## config.mk

```make
export PLATFORM = sky130hd
export DESIGN_NAME = oe_switch_alloc
export DESIGN_NICKNAME = d
export VERILOG_FILES = /design/src/rtl/oe_noc_pkg.sv /design/src/rtl/oe_switch_alloc_rr_arbiter.sv /design/src/rtl/oe_switch_alloc.sv
export SDC_FILE = /design/constraint.sdc
export NUM_CORES = 1
export LEC_CHECK = 0
export BUFFER_PORTS_ARGS = -buffer_cell sky130_fd_sc_hd__buf_2
export CAP_MARGIN = 20
export CORE_MARGIN = 5
export CORE_UTILIZATION = 40
export DETAILED_ROUTE_END_ITERATION = 16
export PLACE_DENSITY = 0.65
export SLEW_MARGIN = 20
export SYNTH_ARGS = -nofsm -noshare
export SYNTH_HDL_FRONTEND = slang
export SYNTH_HIERARCHICAL = 1
export SYNTH_SLANG_ARGS = --single-unit
```

## constraint.sdc

```tcl
create_clock -name clk -period 12.7 [get_ports clk]
set_clock_uncertainty 0.1 [all_clocks]
set_input_delay 1.27 -clock clk [delete_from_list [all_inputs] [get_ports clk]]
set_output_delay 1.27 -clock clk [all_outputs]
set_load 0.05 [all_outputs]
```

## src/rtl/oe_noc_pkg.sv

```systemverilog
// oe_noc_pkg: port count, direction indices and flit encoding shared by routing and allocation
package oe_noc_pkg;
   localparam int NP = 5;
   localparam int PTR_W = 3;
   localparam int DIR_RIGHT = 0;
   localparam int DIR_LEFT = 1;
   localparam int DIR_UP = 2;
   localparam int DIR_DOWN = 3;
   localparam int DIR_EJECT = 4;
   typedef enum logic [1:0] {
      FLIT_HEAD = 2'd0,
      FLIT_BODY = 2'd1,
      FLIT_TAIL = 2'd2,
      FLIT_SINGLE = 2'd3
   } flit_type_t;
endpackage

```

## src/rtl/oe_switch_alloc_rr_arbiter.sv

```systemverilog
// rr_arbiter: N-way round-robin pick of the first candidate at or after a priority pointer
module rr_arbiter
   import oe_noc_pkg::*;
#(
   parameter int N = NP
) (
   input  logic [N-1:0]     cand,
   input  logic [PTR_W-1:0] ptr,
   output logic [N-1:0]     gnt,
   output logic [PTR_W-1:0] idx
);
   int j;
   // scan from the farthest slot back toward ptr so the nearest candidate writes last
   always_comb begin
      gnt = '0;
      idx = '0;
      j = 0;
      for (int k = N - 1; k >= 0; k--) begin
         j = (int'(ptr) + k) % N;
         if (cand[j]) begin
            gnt = '0;
            gnt[j] = 1'b1;
            idx = PTR_W'(j);
         end
      end
   end
endmodule

```

## src/rtl/oe_switch_alloc.sv

```systemverilog
// oe_switch_alloc: round-robin, wormhole-locked, credit-gated switch allocator driving the crossbar
module oe_switch_alloc #(
   parameter int NP = oe_noc_pkg::NP,
   parameter int BUF_DEPTH = 4,
   parameter int CW = 3
) (
   input  logic             clk,
   input  logic             reset,
   input  logic [NP*NP-1:0] req,
   input  logic [NP-1:0]    head_valid,
   input  logic [NP-1:0]    tail,
   input  logic [NP-1:0]    credit_in,
   output logic [NP*NP-1:0] grant,
   output logic [NP-1:0]    out_valid,
   output logic [3*NP-1:0]  out_sel,
   output logic             credit_err
);
   localparam int PW = oe_noc_pkg::PTR_W;
   logic [NP-1:0] lock, busy, ogrant, slice;
   logic [PW-1:0] owner [NP];
   logic [PW-1:0] rr [NP];
   logic [PW-1:0] aidx [NP];
   logic [PW-1:0] oidx [NP];
   logic [CW-1:0] credit [NP];
   logic [NP-1:0] sreq [NP];
   logic [NP-1:0] cand [NP];
   logic [NP-1:0] agnt [NP];
   // keep only the lowest request bit per input, drop inputs already holding a lock, transpose per output
   always_comb begin
      busy = '0;
      slice = '0;
      for (int o = 0; o < NP; o++) begin
         cand[o] = '0;
         if (lock[o]) busy[owner[o]] = 1'b1;
      end
      for (int i = 0; i < NP; i++) begin
         slice = req[i*NP +: NP];
         sreq[i] = slice & (~slice + NP'(1)) & {NP{head_valid[i] & ~busy[i]}};
      end
      for (int o = 0; o < NP; o++)
         for (int i = 0; i < NP; i++)
            cand[o][i] = sreq[i][o];
   end
   for (genvar o = 0; o < NP; o++) begin : g_arb
      rr_arbiter #(.N(NP)) u_arb (
         .cand(cand[o]),
         .ptr (rr[o]),
         .gnt (agnt[o]),
         .idx (aidx[o])
      );
   end
   // a locked output serves only its owner, a free one the arbiter winner; both need a credit
   always_comb begin
      ogrant = '0;
      for (int o = 0; o < NP; o++) begin
         oidx[o] = lock[o] ? owner[o] : aidx[o];
         ogrant[o] = (credit[o] != '0) && (lock[o] ? head_valid[owner[o]] : |agnt[o]);
      end
   end
   // crossbar controls, silenced while reset is held low
   always_comb begin
      grant = '0;
      out_valid = '0;
      out_sel = '0;
      for (int o = 0; o < NP; o++)
         if (reset && ogrant[o]) begin
            grant[int'(oidx[o])*NP + o] = 1'b1;
            out_valid[o] = 1'b1;
            out_sel[3*o +: 3] = oidx[o];
         end
   end
   // wormhole lock, round-robin pointer and credit bookkeeping per output
   always_ff @(posedge clk or negedge reset) begin
      if (!reset) begin
         lock <= '0;
         credit_err <= 1'b0;
         for (int o = 0; o < NP; o++) begin
            owner[o] <= '0;
            rr[o] <= '0;
            credit[o] <= CW'(BUF_DEPTH);
         end
      end else begin
         for (int o = 0; o < NP; o++) begin
            if (ogrant[o] && !lock[o]) begin
               rr[o] <= (oidx[o] == PW'(NP - 1)) ? '0 : oidx[o] + PW'(1);
               if (!tail[oidx[o]]) begin
                  lock[o] <= 1'b1;
                  owner[o] <= oidx[o];
               end
            end else if (ogrant[o] && tail[oidx[o]]) begin
               lock[o] <= 1'b0;
            end
            if (ogrant[o] && !credit_in[o]) begin
               credit[o] <= credit[o] - CW'(1);
            end else if (!ogrant[o] && credit_in[o]) begin
               if (credit[o] == CW'(BUF_DEPTH)) credit_err <= 1'b1;
               else credit[o] <= credit[o] + CW'(1);
            end
         end
      end
   end
endmodule

```

==> out/metrics.cfg <==
[routing]
drtAntennaViolNets = 0
viasPerCell = 6.48
routed_wl_mm = 62.5
drtIter0Drc = 2241
dr.pass1.iters = 7
dr_total_vias = 19600
drc = 0
routedWlPerCell_um = 20.6

[critical_path]
worst_ep_arrival_time_ps = 9010
crit_type = reg2out
start_kind = flop
cpLargestDelayFamily = compound AO/OA/AOI/OAI gates
crit_slowest_cell = dfrtp_1
critPathBufInv = 3
cpPeakStageDelay_ps = 830
rr_endpoint = credit[10]
crit_fanout = 21
cp.required_ps = 11330
cp_common_cell = ha_1
crit_path_end_kind = output port
rrSetupSlack_ps = 5010
reg2reg_from = rr[11]
reg2reg_depth = 22

[sta]
finalCriticalPeriod_ps = 10380
hold_viol_final = 0
rsz0062_at_grt = no
fin_ws_ps = 2320
setup_tns_ps = 0
period_share_pct = 81.7
drv_slew = 0
relSlewSlack_pct = 27.6
setup_viol = 0
max_freq_mhz = 96.3
worst_pin_slew_ps = 1080

[floorplan]
initial_utilization_pct = 40.2
placementRows = 78
ios = 88
core_sq_um = 45200
die_y_um = 223
dieArea_sq_um = 49800
dieWidth_um = 223

[layout]
syn_to_final_growth_pct = 4.53
final_layout_size_suffix_gt1_share_pct = 11.8
final_nets = 2665
fin_util_pct = 42.1
fin_cells = 3032

[min_path]
min_path_type = reg2reg
hp-start = credit[2]
whs_path_depth = 1
worstHoldEndpoint = credit[2]

[yosys]
ys.flop_type = dfrtp_1
syn_area_sq_um = 18200
yosys-top-cells-area = ha_1, dfrtp_1, a21oi_1, mux2i_1, inv_1
ys_ff_latch = 51
async_reset_ff_share_pct = 100
postSynthCellCount = 2438
avgSynthCellArea_sq_um = 7.46
synth_top_cell_area_share_pct = 12.9
synth_top_cell_by_area = ha_1
yosysSeqAreaShare_pct = 7.05
syn-num-nets = 2678
synth_edf_count = 0
ys.warnings.count = 6
synthDistinctLibCells = 127

[clock_network]
insertion_delay_ps = 300
cts_max_level = 2
post_cts_buffers = 0
clock-sinks = 51
clk_pin_slew_ps = 70
ctsResizeCount = 0
ctsLongestPathBuffers = 2
cts_hold_buf = 0
cts_tree = built
cts_inserted_buffers = 5
cts-root-buf = clkbuf_16

[global_routing]
grt_pass1_vias = 18100
grt_max_degree = 42
grt_pass1_wl_mm = 98.6
antenna_found_initial = 7
gr-total-overflow = 0
gr-usage-all-layers_pct = 23.3

[placed_design]
place.port_buffers = 87
place_congestion = 0.997
dp_hpwl_mm = 49.1
pre_cts_ws_ps = 2810
dp.cells = 3018

[job]
cap_violations = 0

[status]
status = complete, no violations

[registers in the layout, indices dropped and copies added, names as in the netlist]
name / flops
credit: 15
owner: 15
rr: 15
lock: 5
credit_err: 1
[worst reg2reg max path, cell delays in order, from the launching register on]
cell and delay [ps]:
dfrtp_1 820, inv_1 340, ha_1 510, o21a_1 270, nor2_1 270, xnor2_1 200
ha_1 250, fa_1 280, a21boi_0 470, nand3_1 230, mux2_2 350, a211oi_1 240
o32a_1 530, nor4_1 130, a211o_1 290, a31o_1 230, or4_4 490, o31ai_4 450
a21oi_1 160, ha_1 300, inv_1 110, fa_1 410, a22oi_1 190
[placed cells by master (no fill, tap or decap), types with 23 or more instances in the layout]
master,synthesis,layout
o22ai_1,23,23
nand2b_1,38,38
mux2_2,25,25
nor2b_1,32,32
o31ai_1,49,49
nand2_1,144,144
nor2_1,187,187
ha_1,188,188
xnor2_1,38,38
a22oi_1,26,26
o21ai_0,115,115
inv_1,190,190
a211oi_1,32,32
o211ai_1,40,40
o21a_1,31,31
a21oi_1,157,157
nor3_1,113,113
a32oi_1,37,37
and2_1,30,30
a21o_1,24,24
dfrtp_1,46,46
buf_2,34,87
mux2i_1,76,76
a31oi_1,55,55
nand3_1,65,65
[cells by family after synthesis]
family	Yosys count	share of synthesized area, %
AOI/OAI and AO/OA	856	34.7
and+or+nand+nor	811	24.2
buffers and inverters	341	8.28
adders and majority gates	198	14.0
muxes	126	8.42
xor gates and xnor gates	55	3.25
DFF	51	7.05
[worst max path at each step]
stage	from	cells past startpoint	to	slack, ps
6_report	rr[5]	25	grant[15]	2320
5_1_grt	rr[9]	26	grant[4]	1820
4_1_cts	rr[5]	25	grant[15]	2470
3_5_place_dp	rr[5]	25	grant[15]	2810
3_3_place_gp	rr[5]	25	grant[15]	2980
2_1_floorplan	rr[3]	27	grant[24]	4290
[per-stage QoR]
step | hold WS [ps] | cell area, sq um
6_report | 437 | 19000
5_1_grt | 458 | 19000
4_1_cts | 441 | 19000
3_5_place_dp | 426 | 18800
3_3_place_gp | 406 | 18800
2_1_floorplan | 383 | 18200
[cell type report]
cell class	count	area, sq um
multi-input cells	2046	15400
flip-flops and latches	51	1280
diodes	6	15.0
well taps	600	751
repair buffers	109	601
fillers	4614	26200
clock inverters	2	13.8
clock buffers	6	129
inverters	212	798
[metal layers]
layer | part of all wire [%] | track usage [%] | wire length [um] | vias to the layer above
li1 | - | - | - | 9278
met1 | 44 | 32.1 | 27700 | 9345
met2 | 44 | 37.0 | 27600 | 899
met3 | 8.5 | 4.46 | 5340 | 125
met4 | 3.0 | 6.94 | 1860 | 2
met5 | 0.027 | 0 | 17 | -
[synth_stat cells (31+ instances only)]
master    number
ha_1         188
nand2_1      144
o31ai_1       49
xnor2_1       38
mux2i_1       76
o211ai_1      40
nand2b_1      38
nor2b_1       32
o21ai_0      115
buf_2         34
nor2_1       187
dfrtp_1       46
a31oi_1       55
inv_1        190
nor3_1       113
o21a_1        31
a32oi_1       37
nand3_1       65
a211oi_1      32
clkbuf_1      59
a21oi_1      157
Power is not shown: default switching activity piles up to over one toggle a cycle in this logic, so the estimate is an artifact.
